==> src/rtl/map_table_request_sequencer_if.sv <==
// Bundle of request, grant and map-table strobe signals around the map table request sequencer.
// slave is the sequencer's view; master is the view of dispatch/ROB/branch unit and map table.
interface map_table_request_sequencer_if #(
  parameter int CHECKPOINT_COLUMNS = 4,
  parameter int ARCH_W             = 5,
  parameter int PHYS_W             = 7,
  parameter int ROB_W              = 6
);
  localparam int COL_W = $clog2(CHECKPOINT_COLUMNS);

  logic              rob_revert_req;
  logic [ARCH_W-1:0] rob_revert_arch_tag;
  logic [PHYS_W-1:0] rob_revert_safe_phys_tag;
  logic [PHYS_W-1:0] rob_revert_spec_phys_tag;
  logic              rob_revert_ready;

  logic              br_restore_req;
  logic              br_restore_speculate_failed;
  logic [ROB_W-1:0]  br_restore_ROB_index;
  logic [COL_W-1:0]  br_restore_safe_column;
  logic              br_restore_ready;

  logic              dispatch_save_req;
  logic [ROB_W-1:0]  dispatch_save_ROB_index;
  logic              dispatch_save_ready;
  logic [COL_W-1:0]  dispatch_save_safe_column;

  logic              dispatch_rename_req;
  logic [ARCH_W-1:0] dispatch_rename_arch_tag;
  logic [PHYS_W-1:0] dispatch_rename_phys_tag;
  logic              dispatch_rename_ready;

  logic              mt_revert_valid;
  logic [ARCH_W-1:0] mt_revert_arch_tag;
  logic [PHYS_W-1:0] mt_revert_safe_phys_tag;
  logic [PHYS_W-1:0] mt_revert_spec_phys_tag;
  logic              mt_restore_checkpoint_valid;
  logic              mt_restore_checkpoint_speculate_failed;
  logic [ROB_W-1:0]  mt_restore_checkpoint_ROB_index;
  logic [COL_W-1:0]  mt_restore_checkpoint_safe_column;
  logic              mt_restore_checkpoint_success;
  logic              mt_save_checkpoint_valid;
  logic [ROB_W-1:0]  mt_save_checkpoint_ROB_index;
  logic [COL_W-1:0]  mt_save_checkpoint_safe_column;
  logic              mt_rename_valid;
  logic [ARCH_W-1:0] mt_rename_arch_tag;
  logic [PHYS_W-1:0] mt_rename_phys_tag;

  logic [COL_W-1:0]  live_checkpoints;
  logic              restore_drop;
  logic              dispatch_stall;

  modport slave (
    input  rob_revert_req, rob_revert_arch_tag, rob_revert_safe_phys_tag, rob_revert_spec_phys_tag,
    input  br_restore_req, br_restore_speculate_failed, br_restore_ROB_index, br_restore_safe_column,
    input  dispatch_save_req, dispatch_save_ROB_index,
    input  dispatch_rename_req, dispatch_rename_arch_tag, dispatch_rename_phys_tag,
    input  mt_restore_checkpoint_success, mt_save_checkpoint_safe_column,
    output rob_revert_ready, br_restore_ready, dispatch_save_ready, dispatch_save_safe_column,
    output dispatch_rename_ready,
    output mt_revert_valid, mt_revert_arch_tag, mt_revert_safe_phys_tag, mt_revert_spec_phys_tag,
    output mt_restore_checkpoint_valid, mt_restore_checkpoint_speculate_failed,
    output mt_restore_checkpoint_ROB_index, mt_restore_checkpoint_safe_column,
    output mt_save_checkpoint_valid, mt_save_checkpoint_ROB_index,
    output mt_rename_valid, mt_rename_arch_tag, mt_rename_phys_tag,
    output live_checkpoints, restore_drop, dispatch_stall
  );

  modport master (
    output rob_revert_req, rob_revert_arch_tag, rob_revert_safe_phys_tag, rob_revert_spec_phys_tag,
    output br_restore_req, br_restore_speculate_failed, br_restore_ROB_index, br_restore_safe_column,
    output dispatch_save_req, dispatch_save_ROB_index,
    output dispatch_rename_req, dispatch_rename_arch_tag, dispatch_rename_phys_tag,
    output mt_restore_checkpoint_success, mt_save_checkpoint_safe_column,
    input  rob_revert_ready, br_restore_ready, dispatch_save_ready, dispatch_save_safe_column,
    input  dispatch_rename_ready,
    input  mt_revert_valid, mt_revert_arch_tag, mt_revert_safe_phys_tag, mt_revert_spec_phys_tag,
    input  mt_restore_checkpoint_valid, mt_restore_checkpoint_speculate_failed,
    input  mt_restore_checkpoint_ROB_index, mt_restore_checkpoint_safe_column,
    input  mt_save_checkpoint_valid, mt_save_checkpoint_ROB_index,
    input  mt_rename_valid, mt_rename_arch_tag, mt_rename_phys_tag,
    input  live_checkpoints, restore_drop, dispatch_stall
  );
endinterface

==> src/rtl/map_table_request_sequencer.sv <==
// Fixed-priority single-issue sequencer for the register map table: revert > restore > save > rename,
// with a restore FIFO, bounded restore retries, live checkpoint tracking and a post-flush dispatch bubble.
module map_table_request_sequencer #(
  parameter int CHECKPOINT_COLUMNS  = 4,
  parameter int RESTORE_QUEUE_DEPTH = 4,
  parameter int MAX_RESTORE_RETRIES = 3,
  parameter int ROB_W               = 6
) (
  input logic CLK,
  input logic RST,
  map_table_request_sequencer_if.slave bus
);
  localparam int COL_W = $clog2(CHECKPOINT_COLUMNS);
  localparam int PTR_W = $clog2(RESTORE_QUEUE_DEPTH);
  localparam int CNT_W = $clog2(RESTORE_QUEUE_DEPTH + 1);
  localparam int RTY_W = $clog2(MAX_RESTORE_RETRIES + 1);
  localparam logic [COL_W-1:0] LIVE_MAX  = COL_W'(CHECKPOINT_COLUMNS - 1);
  localparam logic [CNT_W-1:0] FIFO_FULL = CNT_W'(RESTORE_QUEUE_DEPTH);
  localparam logic [RTY_W-1:0] LAST_TRY  = RTY_W'(MAX_RESTORE_RETRIES - 1);

  typedef struct packed {
    logic             failed;
    logic [ROB_W-1:0] rob;
    logic [COL_W-1:0] col;
  } rq_entry_t;

  typedef enum logic [2:0] {GNT_NONE, GNT_REVERT, GNT_RESTORE, GNT_SAVE, GNT_RENAME} grant_e;

  rq_entry_t        fifo_q [RESTORE_QUEUE_DEPTH];
  logic [PTR_W-1:0] head_q, head_d, tail_q, tail_d;
  logic [CNT_W-1:0] count_q, count_d;
  logic [RTY_W-1:0] retry_q, retry_d;
  logic [COL_W-1:0] live_q, live_d;
  logic             stall_q, stall_d;

  grant_e    grant;
  rq_entry_t head_e;
  logic      not_full, enq, issued, succ, flush, drop, pop;

  always_comb begin
    head_e   = fifo_q[head_q];
    not_full = (count_q != FIFO_FULL);
    grant    = GNT_NONE;
    if (bus.rob_revert_req)
      grant = GNT_REVERT;
    else if (count_q != '0)
      grant = GNT_RESTORE;
    else if (bus.dispatch_save_req && (live_q < LIVE_MAX) && !stall_q)
      grant = GNT_SAVE;
    else if (bus.dispatch_rename_req && !stall_q)
      grant = GNT_RENAME;

    enq    = bus.br_restore_req && not_full;
    issued = (grant == GNT_RESTORE);
    succ   = bus.mt_restore_checkpoint_success;
    flush  = issued && succ && head_e.failed;
    drop   = issued && !succ && (retry_q == LAST_TRY);
    pop    = issued && ((succ && !head_e.failed) || drop);
  end

  always_comb begin
    head_d  = head_q + PTR_W'(pop);
    tail_d  = tail_q + PTR_W'(enq);
    count_d = count_q + CNT_W'(enq) - CNT_W'(pop);
    retry_d = retry_q;
    live_d  = live_q;
    stall_d = (grant == GNT_REVERT) || flush;

    // A speculation flush also discards whatever is being enqueued this cycle.
    if (flush) begin
      head_d  = '0;
      tail_d  = '0;
      count_d = '0;
    end

    if (flush || pop)
      retry_d = '0;
    else if (issued)
      retry_d = retry_q + RTY_W'(1);

    if ((grant == GNT_REVERT) || flush)
      live_d = '0;
    else if (grant == GNT_SAVE)
      live_d = live_q + COL_W'(1);
    else if (pop && !drop && (live_q != '0))
      live_d = live_q - COL_W'(1);
  end

  always_ff @(posedge CLK or posedge RST) begin
    if (RST) begin
      head_q  <= '0;
      tail_q  <= '0;
      count_q <= '0;
      retry_q <= '0;
      live_q  <= '0;
      stall_q <= 1'b0;
    end else begin
      head_q  <= head_d;
      tail_q  <= tail_d;
      count_q <= count_d;
      retry_q <= retry_d;
      live_q  <= live_d;
      stall_q <= stall_d;
    end
  end

  always_ff @(posedge CLK) begin
    if (enq)
      fifo_q[tail_q] <= '{failed: bus.br_restore_speculate_failed,
                          rob:    bus.br_restore_ROB_index,
                          col:    bus.br_restore_safe_column};
  end

  always_comb begin
    bus.rob_revert_ready          = (grant == GNT_REVERT);
    bus.br_restore_ready          = not_full;
    bus.dispatch_save_ready       = (grant == GNT_SAVE);
    bus.dispatch_rename_ready     = (grant == GNT_RENAME);
    bus.dispatch_save_safe_column = bus.mt_save_checkpoint_safe_column;
    bus.live_checkpoints          = live_q;
    bus.dispatch_stall            = stall_q;
    bus.restore_drop              = drop;

    bus.mt_revert_valid                        = 1'b0;
    bus.mt_revert_arch_tag                     = '0;
    bus.mt_revert_safe_phys_tag                = '0;
    bus.mt_revert_spec_phys_tag                = '0;
    bus.mt_restore_checkpoint_valid            = 1'b0;
    bus.mt_restore_checkpoint_speculate_failed = 1'b0;
    bus.mt_restore_checkpoint_ROB_index        = '0;
    bus.mt_restore_checkpoint_safe_column      = '0;
    bus.mt_save_checkpoint_valid               = 1'b0;
    bus.mt_save_checkpoint_ROB_index           = '0;
    bus.mt_rename_valid                        = 1'b0;
    bus.mt_rename_arch_tag                     = '0;
    bus.mt_rename_phys_tag                     = '0;

    unique case (grant)
      GNT_REVERT: begin
        bus.mt_revert_valid         = 1'b1;
        bus.mt_revert_arch_tag      = bus.rob_revert_arch_tag;
        bus.mt_revert_safe_phys_tag = bus.rob_revert_safe_phys_tag;
        bus.mt_revert_spec_phys_tag = bus.rob_revert_spec_phys_tag;
      end
      GNT_RESTORE: begin
        bus.mt_restore_checkpoint_valid            = 1'b1;
        bus.mt_restore_checkpoint_speculate_failed = head_e.failed;
        bus.mt_restore_checkpoint_ROB_index        = head_e.rob;
        bus.mt_restore_checkpoint_safe_column      = head_e.col;
      end
      GNT_SAVE: begin
        bus.mt_save_checkpoint_valid     = 1'b1;
        bus.mt_save_checkpoint_ROB_index = bus.dispatch_save_ROB_index;
      end
      GNT_RENAME: begin
        bus.mt_rename_valid    = 1'b1;
        bus.mt_rename_arch_tag = bus.dispatch_rename_arch_tag;
        bus.mt_rename_phys_tag = bus.dispatch_rename_phys_tag;
      end
      default: ;
    endcase
  end
endmodule

==> src/flat_wrapper.sv <==
// flat-port wrapper written by rule: the top's interface ports become plain ports
module map_table_request_sequencer_flat 
#(
  parameter int CHECKPOINT_COLUMNS  = 4,
  parameter int RESTORE_QUEUE_DEPTH = 4,
  parameter int MAX_RESTORE_RETRIES = 3,
  parameter int ROB_W               = 6
)
  (CLK, RST, bus_rob_revert_req, bus_rob_revert_arch_tag, bus_rob_revert_safe_phys_tag, bus_rob_revert_spec_phys_tag, bus_br_restore_req, bus_br_restore_speculate_failed, bus_br_restore_ROB_index, bus_br_restore_safe_column, bus_dispatch_save_req, bus_dispatch_save_ROB_index, bus_dispatch_rename_req, bus_dispatch_rename_arch_tag, bus_dispatch_rename_phys_tag, bus_mt_restore_checkpoint_success, bus_mt_save_checkpoint_safe_column, bus_rob_revert_ready, bus_br_restore_ready, bus_dispatch_save_ready, bus_dispatch_save_safe_column, bus_dispatch_rename_ready, bus_mt_revert_valid, bus_mt_revert_arch_tag, bus_mt_revert_safe_phys_tag, bus_mt_revert_spec_phys_tag, bus_mt_restore_checkpoint_valid, bus_mt_restore_checkpoint_speculate_failed, bus_mt_restore_checkpoint_ROB_index, bus_mt_restore_checkpoint_safe_column, bus_mt_save_checkpoint_valid, bus_mt_save_checkpoint_ROB_index, bus_mt_rename_valid, bus_mt_rename_arch_tag, bus_mt_rename_phys_tag, bus_live_checkpoints, bus_restore_drop, bus_dispatch_stall);
  map_table_request_sequencer_if #(.CHECKPOINT_COLUMNS(CHECKPOINT_COLUMNS), .ROB_W(ROB_W)) bus_i ();
  input logic CLK;
  input logic RST;
  input wire logic [$bits(bus_i.rob_revert_req)-1:0] bus_rob_revert_req;
  input wire logic [$bits(bus_i.rob_revert_arch_tag)-1:0] bus_rob_revert_arch_tag;
  input wire logic [$bits(bus_i.rob_revert_safe_phys_tag)-1:0] bus_rob_revert_safe_phys_tag;
  input wire logic [$bits(bus_i.rob_revert_spec_phys_tag)-1:0] bus_rob_revert_spec_phys_tag;
  input wire logic [$bits(bus_i.br_restore_req)-1:0] bus_br_restore_req;
  input wire logic [$bits(bus_i.br_restore_speculate_failed)-1:0] bus_br_restore_speculate_failed;
  input wire logic [$bits(bus_i.br_restore_ROB_index)-1:0] bus_br_restore_ROB_index;
  input wire logic [$bits(bus_i.br_restore_safe_column)-1:0] bus_br_restore_safe_column;
  input wire logic [$bits(bus_i.dispatch_save_req)-1:0] bus_dispatch_save_req;
  input wire logic [$bits(bus_i.dispatch_save_ROB_index)-1:0] bus_dispatch_save_ROB_index;
  input wire logic [$bits(bus_i.dispatch_rename_req)-1:0] bus_dispatch_rename_req;
  input wire logic [$bits(bus_i.dispatch_rename_arch_tag)-1:0] bus_dispatch_rename_arch_tag;
  input wire logic [$bits(bus_i.dispatch_rename_phys_tag)-1:0] bus_dispatch_rename_phys_tag;
  input wire logic [$bits(bus_i.mt_restore_checkpoint_success)-1:0] bus_mt_restore_checkpoint_success;
  input wire logic [$bits(bus_i.mt_save_checkpoint_safe_column)-1:0] bus_mt_save_checkpoint_safe_column;
  output wire logic [$bits(bus_i.rob_revert_ready)-1:0] bus_rob_revert_ready;
  output wire logic [$bits(bus_i.br_restore_ready)-1:0] bus_br_restore_ready;
  output wire logic [$bits(bus_i.dispatch_save_ready)-1:0] bus_dispatch_save_ready;
  output wire logic [$bits(bus_i.dispatch_save_safe_column)-1:0] bus_dispatch_save_safe_column;
  output wire logic [$bits(bus_i.dispatch_rename_ready)-1:0] bus_dispatch_rename_ready;
  output wire logic [$bits(bus_i.mt_revert_valid)-1:0] bus_mt_revert_valid;
  output wire logic [$bits(bus_i.mt_revert_arch_tag)-1:0] bus_mt_revert_arch_tag;
  output wire logic [$bits(bus_i.mt_revert_safe_phys_tag)-1:0] bus_mt_revert_safe_phys_tag;
  output wire logic [$bits(bus_i.mt_revert_spec_phys_tag)-1:0] bus_mt_revert_spec_phys_tag;
  output wire logic [$bits(bus_i.mt_restore_checkpoint_valid)-1:0] bus_mt_restore_checkpoint_valid;
  output wire logic [$bits(bus_i.mt_restore_checkpoint_speculate_failed)-1:0] bus_mt_restore_checkpoint_speculate_failed;
  output wire logic [$bits(bus_i.mt_restore_checkpoint_ROB_index)-1:0] bus_mt_restore_checkpoint_ROB_index;
  output wire logic [$bits(bus_i.mt_restore_checkpoint_safe_column)-1:0] bus_mt_restore_checkpoint_safe_column;
  output wire logic [$bits(bus_i.mt_save_checkpoint_valid)-1:0] bus_mt_save_checkpoint_valid;
  output wire logic [$bits(bus_i.mt_save_checkpoint_ROB_index)-1:0] bus_mt_save_checkpoint_ROB_index;
  output wire logic [$bits(bus_i.mt_rename_valid)-1:0] bus_mt_rename_valid;
  output wire logic [$bits(bus_i.mt_rename_arch_tag)-1:0] bus_mt_rename_arch_tag;
  output wire logic [$bits(bus_i.mt_rename_phys_tag)-1:0] bus_mt_rename_phys_tag;
  output wire logic [$bits(bus_i.live_checkpoints)-1:0] bus_live_checkpoints;
  output wire logic [$bits(bus_i.restore_drop)-1:0] bus_restore_drop;
  output wire logic [$bits(bus_i.dispatch_stall)-1:0] bus_dispatch_stall;
  assign bus_i.rob_revert_req = bus_rob_revert_req;
  assign bus_i.rob_revert_arch_tag = bus_rob_revert_arch_tag;
  assign bus_i.rob_revert_safe_phys_tag = bus_rob_revert_safe_phys_tag;
  assign bus_i.rob_revert_spec_phys_tag = bus_rob_revert_spec_phys_tag;
  assign bus_i.br_restore_req = bus_br_restore_req;
  assign bus_i.br_restore_speculate_failed = bus_br_restore_speculate_failed;
  assign bus_i.br_restore_ROB_index = bus_br_restore_ROB_index;
  assign bus_i.br_restore_safe_column = bus_br_restore_safe_column;
  assign bus_i.dispatch_save_req = bus_dispatch_save_req;
  assign bus_i.dispatch_save_ROB_index = bus_dispatch_save_ROB_index;
  assign bus_i.dispatch_rename_req = bus_dispatch_rename_req;
  assign bus_i.dispatch_rename_arch_tag = bus_dispatch_rename_arch_tag;
  assign bus_i.dispatch_rename_phys_tag = bus_dispatch_rename_phys_tag;
  assign bus_i.mt_restore_checkpoint_success = bus_mt_restore_checkpoint_success;
  assign bus_i.mt_save_checkpoint_safe_column = bus_mt_save_checkpoint_safe_column;
  assign bus_rob_revert_ready = bus_i.rob_revert_ready;
  assign bus_br_restore_ready = bus_i.br_restore_ready;
  assign bus_dispatch_save_ready = bus_i.dispatch_save_ready;
  assign bus_dispatch_save_safe_column = bus_i.dispatch_save_safe_column;
  assign bus_dispatch_rename_ready = bus_i.dispatch_rename_ready;
  assign bus_mt_revert_valid = bus_i.mt_revert_valid;
  assign bus_mt_revert_arch_tag = bus_i.mt_revert_arch_tag;
  assign bus_mt_revert_safe_phys_tag = bus_i.mt_revert_safe_phys_tag;
  assign bus_mt_revert_spec_phys_tag = bus_i.mt_revert_spec_phys_tag;
  assign bus_mt_restore_checkpoint_valid = bus_i.mt_restore_checkpoint_valid;
  assign bus_mt_restore_checkpoint_speculate_failed = bus_i.mt_restore_checkpoint_speculate_failed;
  assign bus_mt_restore_checkpoint_ROB_index = bus_i.mt_restore_checkpoint_ROB_index;
  assign bus_mt_restore_checkpoint_safe_column = bus_i.mt_restore_checkpoint_safe_column;
  assign bus_mt_save_checkpoint_valid = bus_i.mt_save_checkpoint_valid;
  assign bus_mt_save_checkpoint_ROB_index = bus_i.mt_save_checkpoint_ROB_index;
  assign bus_mt_rename_valid = bus_i.mt_rename_valid;
  assign bus_mt_rename_arch_tag = bus_i.mt_rename_arch_tag;
  assign bus_mt_rename_phys_tag = bus_i.mt_rename_phys_tag;
  assign bus_live_checkpoints = bus_i.live_checkpoints;
  assign bus_restore_drop = bus_i.restore_drop;
  assign bus_dispatch_stall = bus_i.dispatch_stall;
  map_table_request_sequencer #(.CHECKPOINT_COLUMNS(CHECKPOINT_COLUMNS), .RESTORE_QUEUE_DEPTH(RESTORE_QUEUE_DEPTH), .MAX_RESTORE_RETRIES(MAX_RESTORE_RETRIES), .ROB_W(ROB_W)) u_core (.CLK(CLK), .RST(RST), .bus(bus_i));
endmodule
==> config.mk <==
export PLATFORM = sky130hd
export DESIGN_NAME = map_table_request_sequencer_flat
export DESIGN_NICKNAME = d
export VERILOG_FILES = /design/src/rtl/map_table_request_sequencer_if.sv /design/src/rtl/map_table_request_sequencer.sv /design/src/flat_wrapper.sv
export SDC_FILE = /design/constraint.sdc
export NUM_CORES = 1
export LEC_CHECK = 0
export ABC_AREA = 1
export CORE_AREA = 2 2 79 81
export DETAILED_ROUTE_END_ITERATION = 8
export DIE_AREA = 0 0 81 83
export GPL_TIMING_DRIVEN = 0
export PLACE_DENSITY = 0.83
export REMOVE_ABC_BUFFERS = 1
export SYNTH_ARGS = -nofsm -noshare
export SYNTH_HDL_FRONTEND = slang
export SYNTH_SLANG_ARGS = --single-unit
==> constraint.sdc <==
create_clock -name CLK -period 4.2 [get_ports CLK]
set_input_delay 0.84 -clock CLK [delete_from_list [all_inputs] [get_ports CLK]]
set_output_delay 0.84 -clock CLK [all_outputs]
set_load 0.01 [all_outputs]
==> results of run 1 <==
state kept, by name, indices dropped and copies added, names as in the netlist:
name and count:
u_core.bus.dispatch_stall 1, u_core.bus.live_checkpoints 2, u_core.count_q 3, u_core.fifo_q 36
u_core.head_q 2, u_core.retry_q 2, u_core.tail_q 2
how the worst min path moves through the flow:
| stage | startpoint | end | slack, ps | depth (start not counted) |
|---|---|---|---|---|
| after CTS | u_core.retry_q[1] | u_core.retry_q[1] | 560 | 1 |
| after global placement | u_core.retry_q[1] | u_core.retry_q[1] | 500 | 1 |
| final | u_core.retry_q[1] | u_core.retry_q[1] | 550 | 1 |
| after global routing | u_core.retry_q[1] | u_core.retry_q[1] | 590 | 1 |
| after detailed placement | u_core.retry_q[1] | u_core.retry_q[1] | 540 | 1 |
| after floorplan | u_core.retry_q[1] | u_core.retry_q[1] | 480 | 1 |
cell type report:
| class | instances | area (um^2) | area share, % |
|---|---|---|---|
| Sequential cell | 48 | 1380 | 36.5 |
| Timing Repair Buffer | 111 | 1110 | 29.3 |
| Multi-Input combinational cell | 166 | 836 | 22.1 |
| Inverter | 63 | 250 | 6.62 |
| Tap cell | 75 | 93.8 | 2.48 |
| Clock buffer | 5 | 68.8 | 1.82 |
| Clock inverter | 3 | 42.5 | 1.13 |
metrics by stage:
stage	cells	total power (W)	util, %
2_1_floorplan	277	0.00117	-
3_3_place_gp	462	0.00145	62.8
3_5_place_dp	462	0.00149	62.8
4_1_cts	470	0.00182	64.7
5_1_grt	471	0.00196	65.0
6_report	471	0.00182	65.0
cell usage in the layout (no fill, tap or decap):
cell type	Yosys	layout
nand2_4	2	2
xnor2_1	3	3
fa_1	1	1
a21oi_1	9	9
nand2_1	40	40
nand3_2	1	1
clkbuf_8	0	5
dfrtp_1	12	12
nand2_2	6	6
nor3_1	4	2
inv_1	55	55
clkinv_1	0	1
a22o_1	1	1
clkinv_4	0	1
inv_2	7	7
ha_1	5	5
nand3_1	7	7
bufinv_16	0	1
clkdlybuf4s50_1	0	110
clkbuf_4	0	1
xor2_1	2	2
nor2_1	63	63
edfxtp_1	36	36
bufinv_8	1	1
o21ai_0	18	18
nor2_4	1	1
nor3_2	0	2
nor2_8	1	1
nor2_2	2	2
critical path, stage by stage:
cell	delay (ps)
clkdlybuf4s50_1	790
nor2_1	370
nand2_4	110
inv_2	60
nand3_2	200
nor2_1	170
clkdlybuf4s50_1	570
metal layers:
metal,global-route usage [%],vias to the layer above,part of all wire [%]
li1,-,1094,-
met1,23.8,1003,40
met2,35.7,45,55
met3,3.26,9,3.7
met4,4.93,0,1.2
met5,0,-,0
power by group through the flow:
stage,registers [W],logic (W),clock network (W)
finish,0.000739,0.000758,0.000326
CTS,0.000738,0.000750,0.000332
floorplan,0.000725,0.000443,0
global route,0.000753,0.000849,0.000355
global placement,0.000739,0.000711,0
detailed placement,0.000750,0.000745,0
logic make-up (layout without fill, tap and decap cells):
logic type | count (synthesis) | count (layout)
buf+inv | 77 | 182
fa+ha+maj | 6 | 6
xor+xnor | 5 | 5
compound gates | 28 | 28
simple gates | 127 | 127
flops | 48 | 48
==> impl_metrics.yaml, run 1 <==
outcome:
  outcome: "complete, no violations"
pwr:
  clkPwrFrac_pct: 17.9
  combPwrFrac_pct: 41.6
  power.share.sequential_pct: 40.6
  leakage_nw: 1.74
  power_switching_w: 0.000659
  intPower_w: 0.00116
  power_density_nw_per_um2: 482
  p_sw_share_pct: 36.2
  ir_worst_vdd_uv: 279
setup_path:
  crit_end: "bus_mt_rename_arch_tag[3]"
  crit_type: "input pin to primary output"
  endpoint_kind: "primary output"
  rr_worst_depth: 13
  startpoint: "bus_rob_revert_req"
  cp.required_ps: 3360
  cp-start-kind: "input pin"
  ff2ff_setup_slack_ps: 1170
  regToRegEndpoint: "u_core.count_q[2]"
  worstPathMaxFanout: 23
  arrival_ps: 3130
  rr_startpoint: "u_core.head_q[0]"
cts:
  clk_latency_ps: 300
  cts-htree-levels: 2
  cts_num_sinks: 48
  root_buffer: "clkbuf_8"
  cts_buffers: 5
  cts_resized: 0
  clk_pin_slew_ps: 80
  cts_buffer_depth: 2
  cts_setup_buffers: 0
  cts_tree: "built"
  ctsHoldBuffers: 0
die:
  design.core.area_um2: 5820
  io-pin-count: 115
  row_count: 28
  die_y_um: 83
  die_w_um: 81
  initial_core_util_pct: 43.9
  die-area_um2: 6720
finish:
  fin_nets: 456
  fill_cells: 452
  num_antenna_cells: 0
  drive_gt1_share_pct: 7.83
  area_growth_syn_to_layout_pct: 48.2
  final_cell_area_um2: 3780
sta:
  setup_viol: 0
  finClkSkew_ps: 10.7
  period_needed_ps: 3970
  rsz0062_at_grt: "false"
  worstMarginPinSlew_ps: 1230
  hold_violations: 0
  fmax_mhz: 252
  relSlewSlack_pct: 17.4
  fin_setup_tns_ps: 0
  holdWs_ps: 554
  post-route-period-util_pct: 94.4
  finalWorstSetupSlack_ps: 234
  drv_slew: 0
route:
  drtIter0Drc: 124
  wl_per_cell_um: 13.8
  vias_per_cell: 4.57
  drc: 0
  wirelength_um: 6480
  dr.pass1.iters: 4
  drtAntennaViolNets: 0
  vias: 2151
synthesis:
  syn_area_um2: 2550
  synth_top_area_share_pct: 42.4
  synth-compound-area-share_pct: 5.64
  yosysTopAreaCell: "edfxtp_1"
  syn_avg_cell_area_um2: 8.77
  yosys.area_share.simple_pct: 21.8
  synthCells: 291
  synth.cells.most_frequent: "nor2_1, inv_1, nand2_1, edfxtp_1, o21ai_0"
  synth_edf_count: 36
  synth-xor-area-share_pct: 1.72
  synth_top_family_by_area: "simple AND/OR/NAND/NOR gates"
  yosys_register_bits: 48
  synth_ff_type: "edfxtp_1"
  synthTopCellsByArea: "edfxtp_1, dfrtp_1, nor2_1"
  muxShareOfSynthArea_pct: 0
  yosysWarnings: 0
  yosysSeqAreaShare_pct: 54.1
  async_flop_share_pct: 25.0
  synth_fa_ha_area_share_pct: 3.24
  ys_types: 26
  post-synth-top-count-cell: "nor2_1"
global_route:
  overflow: 0
  antenna_found_initial: 0
  grt_start_max_net_pins: 24
  grt_pass1_vias: 2133
  grt_util_all_layers_pct: 19.7
  grt_pass1_wl_um: 10200
placed_design:
  dp_hpwl_um: 5000
  gp_congestion: 0.822
  pre_cts_ws_ps: 229
  post_dp_cell_area_um2: 3650
  portBuffers: 110
min_path:
  hold_class: "flip-flop to flip-flop"
run:
  maxCapViolations: 0
Power figures use the tool's default switching activity.
==> run 2: changes to the inputs <==
--- a/config.mk
+++ b/config.mk
@@ -7,6 +7,7 @@
 export LEC_CHECK = 0
 export ABC_AREA = 1
 export CORE_AREA = 2 2 79 81
+export CTS_CLUSTER_SIZE = 16
 export DETAILED_ROUTE_END_ITERATION = 8
 export DIE_AREA = 0 0 81 83
 export GPL_TIMING_DRIVEN = 0
==> results of run 2 <==
The final DEF is identical to that of run 1; final timing and power are the same.
